==> config.mk <==
export PLATFORM = sky130hd
export DESIGN_NAME = call_scheduler
export DESIGN_NICKNAME = d
export VERILOG_FILES = /design/src/rtl/call_scheduler_pkg.sv /design/src/rtl/call_latch.sv /design/src/rtl/call_scheduler.sv
export SDC_FILE = /design/constraint.sdc
export NUM_CORES = 1
export LEC_CHECK = 0
export BUFFER_PORTS_ARGS = -buffer_cell sky130_fd_sc_hd__buf_2
export CORE_AREA = 8 8 57 59
export DETAILED_ROUTE_END_ITERATION = 8
export DIE_AREA = 0 0 65 67
export PLACE_DENSITY = 0.75
export RECOVER_POWER = 100
export REMOVE_ABC_BUFFERS = 1
export SYNTH_ARGS = -nofsm -noshare
export SYNTH_HDL_FRONTEND = slang
export SYNTH_SLANG_ARGS = --single-unit
==> constraint.sdc <==
create_clock -name clk -period 4.2 [get_ports clk]
set_input_delay 1.05 -clock clk [delete_from_list [all_inputs] [get_ports clk]]
set_output_delay 1.05 -clock clk [all_outputs]
set_load 0.01 [all_outputs]
==> src/rtl/call_scheduler_pkg.sv <==
// call_scheduler_pkg
// Shared definitions for the hall-call scheduler: floor codes (same encoding
// as the elevator's EA / B1:B0 lines), the scheduler state encoding and small
// helpers that turn a floor code into pending-vector masks and back.
// Pending vectors are always ordered {C,B,A}, so bit index == floor code.
package call_scheduler_pkg;

  localparam logic [1:0] FLR_A   = 2'b00;
  localparam logic [1:0] FLR_B   = 2'b01;
  localparam logic [1:0] FLR_C   = 2'b10;
  localparam logic [1:0] FLR_BAD = 2'b11;

  typedef enum logic [1:0] {
    S_IDLE  = 2'b00,
    S_UP    = 2'b01,
    S_DOWN  = 2'b10,
    S_DWELL = 2'b11
  } sched_state_t;

  // One-hot pending bit for a floor; the invalid code maps to nothing.
  function automatic logic [2:0] floor_bit(input logic [1:0] f);
    case (f)
      FLR_A:   floor_bit = 3'b001;
      FLR_B:   floor_bit = 3'b010;
      FLR_C:   floor_bit = 3'b100;
      default: floor_bit = 3'b000;
    endcase
  endfunction

  // Floors strictly above f.
  function automatic logic [2:0] above_mask(input logic [1:0] f);
    case (f)
      FLR_A:   above_mask = 3'b110;
      FLR_B:   above_mask = 3'b100;
      default: above_mask = 3'b000;
    endcase
  endfunction

  // Floors strictly below f.
  function automatic logic [2:0] below_mask(input logic [1:0] f);
    case (f)
      FLR_B:   below_mask = 3'b001;
      FLR_C:   below_mask = 3'b011;
      default: below_mask = 3'b000;
    endcase
  endfunction

  // Lowest floor with its bit set (callers guarantee v != 0).
  function automatic logic [1:0] lowest_floor(input logic [2:0] v);
    if (v[0])      lowest_floor = FLR_A;
    else if (v[1]) lowest_floor = FLR_B;
    else           lowest_floor = FLR_C;
  endfunction

  // Highest floor with its bit set (callers guarantee v != 0).
  function automatic logic [1:0] highest_floor(input logic [2:0] v);
    if (v[2])      highest_floor = FLR_C;
    else if (v[1]) highest_floor = FLR_B;
    else           highest_floor = FLR_A;
  endfunction

endpackage

==> src/rtl/call_latch.sv <==
// call_latch
// Rising-edge detection on the three hall buttons plus the pending-call
// register. A held button only counts once; a button already held when reset
// is released is ignored until it is released and pressed again.
// Ports:
//   clk      in   system clock
//   reset    in   asynchronous, active-low reset
//   btn      in   {C,B,A} raw button levels, synchronous to clk
//   clr_vec  in   {C,B,A} bits to clear this cycle; a clear beats a same-cycle set
//   set_vec  out  {C,B,A} button edges seen this cycle (combinational)
//   pending  out  {C,B,A} outstanding calls
module call_latch
  import call_scheduler_pkg::*;
(
  input  logic       clk,
  input  logic       reset,
  input  logic [2:0] btn,
  input  logic [2:0] clr_vec,
  output logic [2:0] set_vec,
  output logic [2:0] pending
);

  logic [2:0] btn_prev;
  logic       armed;

  // The history register is zero after reset, so the first cycle out of reset
  // only loads the history; without this a held button would look like a press.
  assign set_vec = armed ? (btn & ~btn_prev) : 3'b000;

  always_ff @(posedge clk or negedge reset) begin
    if (!reset) begin
      btn_prev <= 3'b000;
      armed    <= 1'b0;
      pending  <= 3'b000;
    end else begin
      btn_prev <= btn;
      armed    <= 1'b1;
      pending  <= (pending | set_vec) & ~clr_vec;
    end
  end

endmodule

==> src/rtl/call_scheduler.sv <==
// call_scheduler
// SCAN-style sequencer for the 3-floor elevator hall calls. Latches calls,
// issues the next target floor to the elevator FSM, holds a dwell period at
// each served floor and clears the call once the car arrives.
// Ports:
//   clk           in   system clock
//   reset         in   asynchronous, active-low reset
//   call_a/b/c    in   hall buttons, level, may be held
//   floor         in   current floor 00=A 01=B 10=C 11=invalid
//   door_open     in   1 = door open (also covers alarm/overload hold)
//   target        out  floor to travel to (B1:B0 of the elevator)
//   target_valid  out  1 = target is a command, 0 = stand still
//   pending       out  {C,B,A} outstanding calls
//   dir_up        out  scan direction up
//   dir_down      out  scan direction down
//   fault         out  invalid floor code seen, sticky until reset
// Parameters:
//   DWELL_CYC     dwell counter load value (1..15)
//   PREF_UP       from B with calls at both A and C: 1 = go up first
module call_scheduler
  import call_scheduler_pkg::*;
#(
  parameter int unsigned DWELL_CYC = 3,
  parameter bit          PREF_UP   = 1'b1
) (
  input  logic       clk,
  input  logic       reset,
  input  logic       call_a,
  input  logic       call_b,
  input  logic       call_c,
  input  logic [1:0] floor,
  input  logic       door_open,
  output logic [1:0] target,
  output logic       target_valid,
  output logic [2:0] pending,
  output logic       dir_up,
  output logic       dir_down,
  output logic       fault
);

  localparam logic [3:0] DWELL_LOAD = DWELL_CYC[3:0];

  sched_state_t state, state_n;
  logic [3:0]   dwell_cnt, dwell_cnt_n;
  logic [1:0]   target_n;
  logic         target_valid_n, dir_up_n, dir_down_n, fault_n;
  logic [2:0]   set_vec, clr_vec;

  logic [2:0]   here, above, below;
  logic         call_here, press_here, up_first;
  logic         launch_up, launch_down, go_idle, arrive;

  call_latch u_latch (
    .clk     (clk),
    .reset   (reset),
    .btn     ({call_c, call_b, call_a}),
    .clr_vec (clr_vec),
    .set_vec (set_vec),
    .pending (pending)
  );

  assign here       = floor_bit(floor);
  assign above      = pending & above_mask(floor);
  assign below      = pending & below_mask(floor);
  assign call_here  = |(pending & here);
  assign press_here = |(set_vec & here);
  // Only from B can calls lie on both sides at equal distance.
  assign up_first   = (|above) && (!(|below) || PREF_UP);

  // State register and registered outputs.
  always_ff @(posedge clk or negedge reset) begin
    if (!reset) begin
      state        <= S_IDLE;
      dwell_cnt    <= 4'd0;
      target       <= FLR_A;
      target_valid <= 1'b0;
      dir_up       <= 1'b0;
      dir_down     <= 1'b0;
      fault        <= 1'b0;
    end else begin
      state        <= state_n;
      dwell_cnt    <= dwell_cnt_n;
      target       <= target_n;
      target_valid <= target_valid_n;
      dir_up       <= dir_up_n;
      dir_down     <= dir_down_n;
      fault        <= fault_n;
    end
  end

  // Next-state logic. Each branch only raises an intent flag (launch_up,
  // launch_down, go_idle, arrive); the actions are applied once at the end so
  // IDLE, UP/DOWN and the DWELL exit share the same launch behaviour.
  always_comb begin
    state_n        = state;
    dwell_cnt_n    = dwell_cnt;
    target_n       = target;
    target_valid_n = target_valid;
    dir_up_n       = dir_up;
    dir_down_n     = dir_down;
    fault_n        = fault;
    clr_vec        = 3'b000;
    launch_up      = 1'b0;
    launch_down    = 1'b0;
    go_idle        = 1'b0;
    arrive         = 1'b0;

    if (floor == FLR_BAD) begin
      // Pending calls survive; scheduling restarts from IDLE once the floor
      // code is valid again.
      fault_n        = 1'b1;
      target_valid_n = 1'b0;
      state_n        = S_IDLE;
      dir_up_n       = 1'b0;
      dir_down_n     = 1'b0;
    end else begin
      case (state)
        S_IDLE: begin
          target_valid_n = 1'b0;
          if (call_here)      arrive      = 1'b1;
          else if (up_first)  launch_up   = 1'b1;
          else if (|below)    launch_down = 1'b1;
        end
        S_UP: begin
          if (target_valid && floor == target) arrive = 1'b1;
          else if (|above) begin
            target_n       = lowest_floor(above);
            target_valid_n = 1'b1;
          end
          else if (call_here) arrive  = 1'b1;
          else                go_idle = 1'b1;
        end
        S_DOWN: begin
          if (target_valid && floor == target) arrive = 1'b1;
          else if (|below) begin
            target_n       = highest_floor(below);
            target_valid_n = 1'b1;
          end
          else if (call_here) arrive  = 1'b1;
          else                go_idle = 1'b1;
        end
        S_DWELL: begin
          target_valid_n = 1'b0;
          // A press at the served floor never latches; it reopens the dwell.
          clr_vec        = here;
          if (press_here)          dwell_cnt_n = DWELL_LOAD;
          else if (door_open)      dwell_cnt_n = dwell_cnt;
          else if (dwell_cnt != 0) dwell_cnt_n = dwell_cnt - 4'd1;
          else if (dir_up) begin
            if (|above)      launch_up   = 1'b1;
            else if (|below) launch_down = 1'b1;
            else             go_idle     = 1'b1;
          end else if (dir_down) begin
            if (|below)      launch_down = 1'b1;
            else if (|above) launch_up   = 1'b1;
            else             go_idle     = 1'b1;
          end else begin
            if (up_first)    launch_up   = 1'b1;
            else if (|below) launch_down = 1'b1;
            else             go_idle     = 1'b1;
          end
        end
        default: go_idle = 1'b1;
      endcase

      if (arrive) begin
        state_n        = S_DWELL;
        clr_vec        = here;
        target_valid_n = 1'b0;
        dwell_cnt_n    = DWELL_LOAD;
      end
      if (launch_up) begin
        state_n        = S_UP;
        target_n       = lowest_floor(above);
        target_valid_n = 1'b1;
        dir_up_n       = 1'b1;
        dir_down_n     = 1'b0;
      end
      if (launch_down) begin
        state_n        = S_DOWN;
        target_n       = highest_floor(below);
        target_valid_n = 1'b1;
        dir_up_n       = 1'b0;
        dir_down_n     = 1'b1;
      end
      if (go_idle) begin
        state_n        = S_IDLE;
        target_valid_n = 1'b0;
        dir_up_n       = 1'b0;
        dir_down_n     = 1'b0;
      end
    end
  end

endmodule
==> results of run 1 <==
==> path summary, 6_finish.rpt <==
path	from	endpoint	slack, ns	cells after the start
worst max-delay path	floor[0]	dwell_cnt[1]$_DFFE_PN0P_	0.85	9
worst min-delay path	fault$_DFFE_PN0P_	fault$_DFFE_PN0P_	0.48	1
worst max register to register	u_latch.pending[1]$_DFF_PN0_	dwell_cnt[1]$_DFFE_PN0P_	1.68	6
worst min register to register	fault$_DFFE_PN0P_	fault$_DFFE_PN0P_	0.48	1
max in group asynchronous	reset	target_valid$_DFFE_PN0P_	2.71	1
min in group asynchronous	reset	dwell_cnt[3]$_DFFE_PN0P_	0.86	1
==> area by class of cell <==
class,instances,share of cell area
sequential,19,0.3477
tap,30,0.02745
multi-input combinational,99,0.5242
clock inverter,1,0.005489
inverter,12,0.03294
clock buffer,3,0.01647
timing repair buffer,16,0.04575
==> registers in the layout, indices dropped and copies added (netlist names) <==
| signal | flops |
|---|---|
| target_valid | 1 |
| u_latch.armed | 1 |
| fault | 1 |
| dwell_cnt | 4 |
| state | 2 |
| u_latch.pending | 3 |
| dir_up | 1 |
| u_latch.btn_prev | 3 |
| target | 2 |
| dir_down | 1 |
==> cell families (layout without fill, tap and decap cells) <==
group	count (synthesis)	in the layout	synth area share
compound gates	35	35	0.2044
xor+xnor	2	2	0.01396
fa+ha+maj	11	11	0.1097
buf+inv	13	32	0.03888
flops	19	19	0.3789
mux	5	5	0.04187
other cells	1	1	0.002988
simple gates	45	45	0.2094
==> power breakdown <==
| group | switching (uW) | leakage (uW) | internal (uW) |
|---|---|---|---|
| clock network | 64.5 | 0.0000139 | 36.4 |
| registers | 62.4 | 0.000218 | 246 |
| logic | 270 | 0.000388 | 208 |
| total | 397 | 0.000620 | 490 |
==> per-layer routing <==
| layer | track usage | up-vias | share of wire |
|---|---|---|---|
| li1 | - | 506 | - |
| met1 | 0.1543 | 491 | 0.46 |
| met2 | 0.2224 | 22 | 0.48 |
| met3 | 0.02349 | 7 | 0.030 |
| met4 | 0.08992 | 0 | 0.030 |
| met5 | 0 | - | 0 |
==> stage by stage <==
step / area [sq um] / total power, uW / utilization
final: 1368 / 887.4 / 0.5783
after detailed placement: 1369 / 809.6 / 0.5788
after floorplan: 1251 / 679.5 / -
after CTS: 1399 / 912.9 / 0.5915
after global placement: 1369 / 801.8 / 0.5788
after global routing: 1368 / 964.2 / 0.5783
==> critical path, stage by stage <==
cell and delay (ns):
clkbuf_1 0.18, inv_1 0.13, ha_1 0.26, a222oi_1 0.54
nor2b_1 0.10, a221oi_1 0.50, a21oi_1 0.21, o21ai_0 0.24
mux2_1 0.36
==> Yosys cell counts (2+ instances only) <==
library cell | number | area [sq um]
xnor2_1 | 2 | 17.52
nor2_1 | 6 | 22.52
ha_1 | 11 | 137.6
mux2i_1 | 3 | 30.03
inv_1 | 12 | 45.04
or2_2 | 2 | 12.51
nor2b_1 | 5 | 31.28
a21oi_1 | 7 | 35.03
and2_1 | 3 | 18.77
a31oi_1 | 6 | 37.54
and3_1 | 2 | 12.51
dfrtp_1 | 19 | 475.5
nand2_1 | 12 | 45.04
nor3_1 | 3 | 15.01
o21ai_0 | 5 | 25.02
o21bai_1 | 2 | 15.01
nand4b_1 | 3 | 26.28
==> qor.txt, run 1 <==
Area of the multi-input gates - 716.9 sq um
Max_cap viols - 0
Max Fclk - 298.4 MHz
Post-DR vias/cell - 5.700
DR DRC count - 0
Clock Pin Slew Worst Setup and Hold Paths - 0.13 ns
Async SR Flop Fraction - 1.000
Yosys Warn Count - 0
TNS Setup - 0 ns
EDFF count, synth - 0
Fin Hold WS - 0.4786 ns
Layout cell share with drive strength beyond 1 - 0.1067
Tcrit/Tclk final - 0.7980
Worst-margin pin slew - 1.012 ns
Setup violators final - 0
Most frequent cells in the layout - 19 x dfrtp_1, 14 x clkbuf_1, 12 x inv_1, 12 x nand2_1, 11 x ha_1
Pwr/cell area - 648.9 nW/um^2
Setup Skew - 0.01507 ns
Diodes inserted - 0
Seq/Total Area, Yosys - 0.3789
WP data arrival - 3.57 ns
Final Max Slew Viols - 0
First-pass GRT wire length - 4.533 mm
Min cycle time layout - 3.352 ns
Worst-skew pair later-pin latency - 0.32 ns
Total number of vias - 1026
Core area - 2365 sq um
HPWL Detailed - 2.040 mm
Resized cells post-CTS - 0
Filler cells - 226
IO Pins - 17
Initial core utilization - 0.5307
Placed insts - 176
Maximum vdd drop - 0.4361 mV
Final worst slack - 0.8482 ns
Wire per inst - 14.66 microns
CTS H-tree lvls - 1
Grt ovf - 0
Full die area - 4355 sq um
Leakage - 0.0006204 uW
Worst slew margin - 0.3257
Largest net degree at the start of global routing - 20
Setup Fix Bufs, Post-CTS - 0
All-Layer GR Usage - 0.1336
CP required - 4.42 ns
Initial DRC Count - 26
DIE HEIGHT - 67 microns
Ys flop type - dfrtp_1
Initial antenna violation count - 0
Hold Buf Count CTS - 0
Max clock buf depth - 2
Fin cells - 180
Die Wd - 65 microns
Synth Instances - 131
Clock Root Buffer - clkbuf_4
Startpoint Class - primary input
Mapped cell area - 1255 sq um
Crit Path Category - in2reg
Dpl ws - 0.8743 ns
Post-Syn Area per Cell - 9.580 sq um
Synthesized flop and latch total - 19
DRT antenna net count - 0
Pre-antenna DRT Iters - 4
Routability cong. - 0.8490
Critical Path End Type - register
Hold Crit Class - reg2reg
CTS tree - built
Number of port buffers - 16
Worst-path maximum fanout - 4
Number of global-route vias before repair - 1027
CTS buffer count - 3
Commonest non-fill, non-tap cell in the layout - dfrtp_1
Area delta synth->final - 8.973%
Final hold violation count - 0
Core Rows - 18
Final wirelength - 2.638 mm
RSZ-0062 raised after global routing - false
Sink Count - 19
Nets - 170
Reg area - 475.5 sq um
Cell variety after synth - 45
Status - finished clean
No activity file was read; power rests on OpenSTA's default activity.
==> inputs of run 2 (changes only) <==
- ABC_AREA: not set -> 1
- CORE_AREA: 8 8 57 59 -> 8 8 60 62
- DIE_AREA: 0 0 65 67 -> 0 0 68 70
- PLACE_DENSITY: 0.75 -> 0.76
- clock period: 4.2 -> 3.3 ns (I/O delays scaled with it)
==> qor.txt, run 2 <==
Status - finished clean
Core area - 2663 sq um
Sink Count - 19
Core Rows - 19
Cell variety after synth - 27
Worst-skew pair later-pin latency - 0.29 ns
First-pass GRT wire length - 5.361 mm
Post-Synth Adder-Cell Area - 0.09450
Largest cells by area after synthesis - dfrtp_1 33%, nand2_1 15%, ha_1 9.5%
Ys flop type - dfrtp_1
Post-Synth Simple-Gate Area - 0.4261
DRT antenna net count - 0
Max clock buf depth - 2
Commonest cells post-synth - 57 x nand2_1, 32 x inv_1, 22 x nand3_1
Xor/xnor share of the synthesized area - 0.006014
Critical-path cell with the highest stage delay - o21ai_0
Max Fclk - 406.3 MHz
Synth top area share - 0.3265
Worst-margin pin slew - 1.016 ns
Final instance area - 1565 sq um
Number of port buffers - 16
IO Pins - 17
CP peak stage delay - 0.31 ns
Largest net degree at the start of global routing - 20
Area delta synth->final - 7.474%
Setup Fix Bufs, Post-CTS - 0
Biggest register - dwell_cnt
Synthesized flop and latch total - 19
Final hold violation count - 0
Tcrit/Tclk final - 0.7458
CTS buffer count - 3
Mapped cell area - 1456 sq um
Count leader, synth - nand2_1
Initial antenna violation count - 0
Worst slew margin - 0.3225
Seq/Total Area, Yosys - 0.3265
Hold Crit Class - reg2reg
CTS tree - built
Diodes inserted - 0
Most common cell on crit path - nand2_1
Mux cell area share after synthesis - 0
Leading area contributor after synthesis - dfrtp_1
Max_cap viols - 0
Max reg flops - 4
Nets - 241
Crit Path Category - in2reg
Leakage - 0.0008875 uW
Final Max Slew Viols - 0
Pre-antenna DRT Iters - 4
Resized cells post-CTS - 0
EDFF count, synth - 0
TNS Setup - 0 ns
All-Layer GR Usage - 0.1389
Die Wd - 68 microns
Reg area - 475.5 sq um
Min cycle time layout - 2.461 ns
CP required - 3.55 ns
DR DRC count - 0
Commonest non-fill, non-tap cell in the layout - nand2_1
Placed Area - 1575 sq um
Initial DRC Count - 58
Final Util - 0.5879
Final wirelength - 2.970 mm
Setup Skew - 0.007142 ns
Yosys Warn Count - 0
Final Power - 1298 uW
CP cell instances - clkbuf_1, inv_1, ha_1, o21ai_0, nand2_1, inv_1, nor2_1, nor2_2, nand2_4, nand2_1, nor2_4, nor2_1, nand2_1, nand2_1
HPWL Detailed - 2.443 mm
Startpoint Class - primary input
Full die area - 4760 sq um
Async SR Flop Fraction - 1.000
Delay-heaviest family, CP - simple AND/OR/NAND/NOR gates
Compound-Gate Fraction of Synth Area - 0.05155
Maximum vdd drop - 0.5020 mV
Wire per inst - 11.79 microns
Layout cell share with drive strength beyond 1 - 0.1176
CP bufs+invs - 3
Filler cells - 284
Initial core utilization - 0.5470
Clock Pin Slew Worst Setup and Hold Paths - 0.12 ns
Largest family of logic cells by synthesized area - simple AND/OR/NAND/NOR gates
Flop-to-flop setup slack - 1.45 ns
Total number of vias - 1261
Area of the multi-input gates - 825.8 sq um
Post-DR vias/cell - 5.004
Fin Hold WS - 0.4928 ns
Critical Path End Type - register
Pwr/cell area - 829.0 nW/um^2
Most frequent cells in the layout - 60 x nand2_1, 34 x inv_1, 22 x nand3_1
RSZ-0062 raised after global routing - false
Grt ovf - 0
Worst-path maximum fanout - 5
Routability cong. - 0.8559
Setup violators final - 0
DIE HEIGHT - 70 microns
Number of global-route vias before repair - 1240
Clock Root Buffer - clkbuf_4
Biggest regs - dwell_cnt: 4 flops, u_latch.btn_prev: 3 flops, u_latch.pending: 3 flops
Post-Syn Area per Cell - 7.246 sq um
Synth Instances - 201
Hold Buf Count CTS - 0
CTS H-tree lvls - 1
WP data arrival - 2.71 ns
## run 2: changes by cell type after synthesis, sizes merged, moves of 5 or more
cell	delta
nor2b	-5
nand3	+25
nor2	+14
a31oi	-5
nand2	+53
inv	+23
## run 2: cells by family (layout without fill, tap and decap cells)
kind of cell             Yosys count  count (layout)
AND/OR/NAND/NOR                  120             120
buffers and inverters             36              56
flip-flops                        19              19
AO/OA/AOI/OAI                     13              13
adder cells (fa/ha/maj)           11              11
other                              1               1
XOR/XNOR                           1               1
## run 2: path summary, 6_finish.rpt
kind / end / cells past startpoint / startpoint
setup / recovery: target[1]$_DFFE_PN0P_ / 14 / floor[0]
hold / removal: fault$_DFFE_PN0P_ / 1 / fault$_DFFE_PN0P_
setup reg to reg: dwell_cnt[0]$_DFFE_PN0P_ / 12 / state[0]$_DFFE_PN0P_
hold reg to reg: fault$_DFFE_PN0P_ / 1 / fault$_DFFE_PN0P_
max in group asynchronous: u_latch.pending[1]$_DFF_PN0_ / 1 / reset
min in group asynchronous: state[0]$_DFFE_PN0P_ / 1 / reset
## run 2: per-layer routing
layer  part of all wire  track usage
met5                  0            0
met4              0.012      0.03417
met1               0.48       0.1976
met2               0.46       0.2098
met3              0.045      0.02233
## run 2: worst register-to-register path: cells and delay by family, from the launching register on
family	cells	cell delay [ns]
buffers and inverters	3	0.39
and+or+nand+nor	8	0.71
DFF	1	0.41
adders and majority gates	1	0.24
## run 2: layout make-up
| type | instances | area share |
|---|---|---|
| Multi-Input combinational cell | 146 | 0.5276 |
| Tap cell | 31 | 0.02478 |
| Clock buffer | 3 | 0.01439 |
| Sequential cell | 19 | 0.3038 |
| Clock inverter | 1 | 0.003197 |
| Inverter | 36 | 0.08633 |
| Timing Repair Buffer | 16 | 0.03997 |
## run 2: per-stage QoR
stage                     cells  setup WS (ns)
after global routing        252         0.6295
after detailed placement    248         0.8318
after CTS                   252          1.155
after floorplan             201          1.140
final                       252         0.8390
after global placement      248         0.8562
## run 2: report_power, final
part,internal (uW),switching (uW),leakage [uW]
registers,314,82.0,0.000229
clock network,45.0,75.6,0.0000177
logic,281,500,0.000641
total,640,658,0.000888
==> inputs of run 3 (changes only) <==
- clock period: 3.3 -> 2.4 ns (I/O delays scaled with it)
==> qor.txt, run 3 (synthesized netlist as in run 2, its figures left out) <==
Critical-path cell with the highest stage delay - ha_1
HPWL Detailed - 2.443 mm
Critical Path End Type - register
Max Fclk - 498.3 MHz
Nets - 241
Setup violators final - 0
Full die area - 4760 sq um
Number of global-route vias before repair - 1217
Initial core utilization - 0.5470
Wire per inst - 12.29 microns
Worst slew margin - 0.2955
Core area - 2663 sq um
CTS buffer count - 3
CP cell instances - clkbuf_1, inv_1, ha_1, o21ai_2, nand3_1, nand3_1, nand3_1, nand3_1, nand2_1, inv_1, nand2_2, nand2_1, nand2_1
Max_cap viols - 0
Worst-path maximum fanout - 7
Filler cells - 269
Resized cells post-CTS - 0
Worst r2r src - state[0]$_DFFE_PN0P_
Initial DRC Count - 60
R2R cell count - 12
Total number of vias - 1281
Number of port buffers - 16
Diodes inserted - 0
Clock Root Buffer - clkbuf_4
DRT antenna net count - 0
CP required - 2.60 ns
Area delta synth->final - 8.677%
Maximum vdd drop - 0.6464 mV
Layout cell share with drive strength beyond 1 - 0.1403
Hold Buf Count CTS - 0
DIE HEIGHT - 70 microns
Min cycle time layout - 2.007 ns
WP data arrival - 2.21 ns
Flop-to-flop setup slack - 0.57 ns
Crit Path Category - in2reg
CTS tree - built
Final wirelength - 3.096 mm
Status - finished clean
TNS Setup - 0 ns
Worst-skew pair later-pin latency - 0.31 ns
Routability cong. - 0.8554
Die Wd - 68 microns
Hold path start - call_c
CP peak stage delay - 0.27 ns
Startpoint Class - primary input
Clock Pin Slew Worst Setup and Hold Paths - 0.11 ns
Worst flop-to-flop path endpoint - dwell_cnt[0]$_DFFE_PN0P_
Sink Count - 19
Biggest regs - dwell_cnt: 4 flops, u_latch.btn_prev: 3 flops, u_latch.pending: 3 flops
Pwr/cell area - 1148 nW/um^2
Worst-margin pin slew - 1.057 ns
Leakage - 0.0008888 uW
Hold Crit Class - in2reg
Initial antenna violation count - 0
Post-DR vias/cell - 5.083
Pre-antenna DRT Iters - 5
Largest net degree at the start of global routing - 20
Setup Fix Bufs, Post-CTS - 0
Commonest non-fill, non-tap cell in the layout - nand2_1
Setup Skew - 0.01277 ns
Most common cell on crit path - nand3_1
Max reg flops - 4
Max clock buf depth - 2
Final Power - 1817 uW
Grt ovf - 0
Most frequent cells in the layout - 58 x nand2_1, 33 x inv_1, 22 x nand3_1
RSZ-0062 raised after global routing - false
Worst Hold Depth - 1
Tcrit/Tclk final - 0.8363
CTS H-tree lvls - 1
Worst Hold Endpoint - u_latch.btn_prev[2]$_DFF_PN0_
DR DRC count - 0
Final hold violation count - 0
IO Pins - 17
First-pass GRT wire length - 5.395 mm
Biggest register - dwell_cnt
All-Layer GR Usage - 0.1406
Final Max Slew Viols - 0
Core Rows - 19
==> run 3: cell counts in the layout (fill, tap and decap cells not counted) <==
Identical to the previous run, type by type.
==> run 3: final cells by class <==
type | count | area [sq um] | share of cell area
clock buffers | 3 | 22.52 | 0.01423
flip-flops and latches | 19 | 475.5 | 0.3004
inverters | 36 | 135.1 | 0.08538
clock inverters | 1 | 5.005 | 0.003162
well taps | 31 | 38.79 | 0.02451
repair buffers | 16 | 62.56 | 0.03953
multi-input cells | 146 | 843.3 | 0.5328
==> run 3: metrics by stage <==
stage	setup WS, ns	std cells	hold slack, ns	util	cell area (sq um)
6_report	0.3930	252	0.4218	0.5945	1583
5_1_grt	0.1781	252	0.4156	0.5945	1583
4_1_cts	0.4757	252	0.2280	0.6020	1603
3_5_place_dp	0.1618	248	0.4673	0.5916	1575
3_3_place_gp	0.1812	248	0.4494	0.5916	1575
2_1_floorplan	0.4648	201	0.3044	-	1456
==> run 3: routing by layer <==
layer / wire [microns] / track usage / vias to the layer above
li1: - / - / 663
met1: 1511 / 0.1996 / 582
met2: 1407 / 0.2129 / 32
met3: 154 / 0.02233 / 4
met4: 23 / 0.03417 / 0
met5: 0 / 0 / -
==> run 3: critical path: cells and delay by family <==
family,cells,cell delay [ns]
AND/OR/NAND/NOR,8,0.67
adder cells (fa/ha/maj),1,0.27
buffers and inverters,3,0.48
AO/OA/AOI/OAI,1,0.19
==> run 3: worst max-delay path by stage <==
stage | start | endpoint | slack [ns] | cells past startpoint
CTS | floor[0] | target[1]$_DFFE_PN0P_ | 0.48 | 14
global route | floor[0] | dwell_cnt[0]$_DFFE_PN0P_ | 0.18 | 13
global placement | floor[0] | target[1]$_DFFE_PN0P_ | 0.18 | 14
floorplan | floor[0] | target[1]$_DFFE_PN0P_ | 0.46 | 14
finish | floor[0] | dwell_cnt[0]$_DFFE_PN0P_ | 0.39 | 13
detailed placement | floor[0] | target[1]$_DFFE_PN0P_ | 0.16 | 14
==> run 3: report_power, final <==
| part | switching (uW) | internal (uW) | total [uW] | leakage [uW] |
|---|---|---|---|---|
| Clock | 111 | 62.3 | 174 | 0.0000177 |
| Combinational | 701 | 394 | 1100 | 0.000643 |
| Sequential | 116 | 432 | 548 | 0.000229 |
| Total | 929 | 888 | 1820 | 0.000889 |
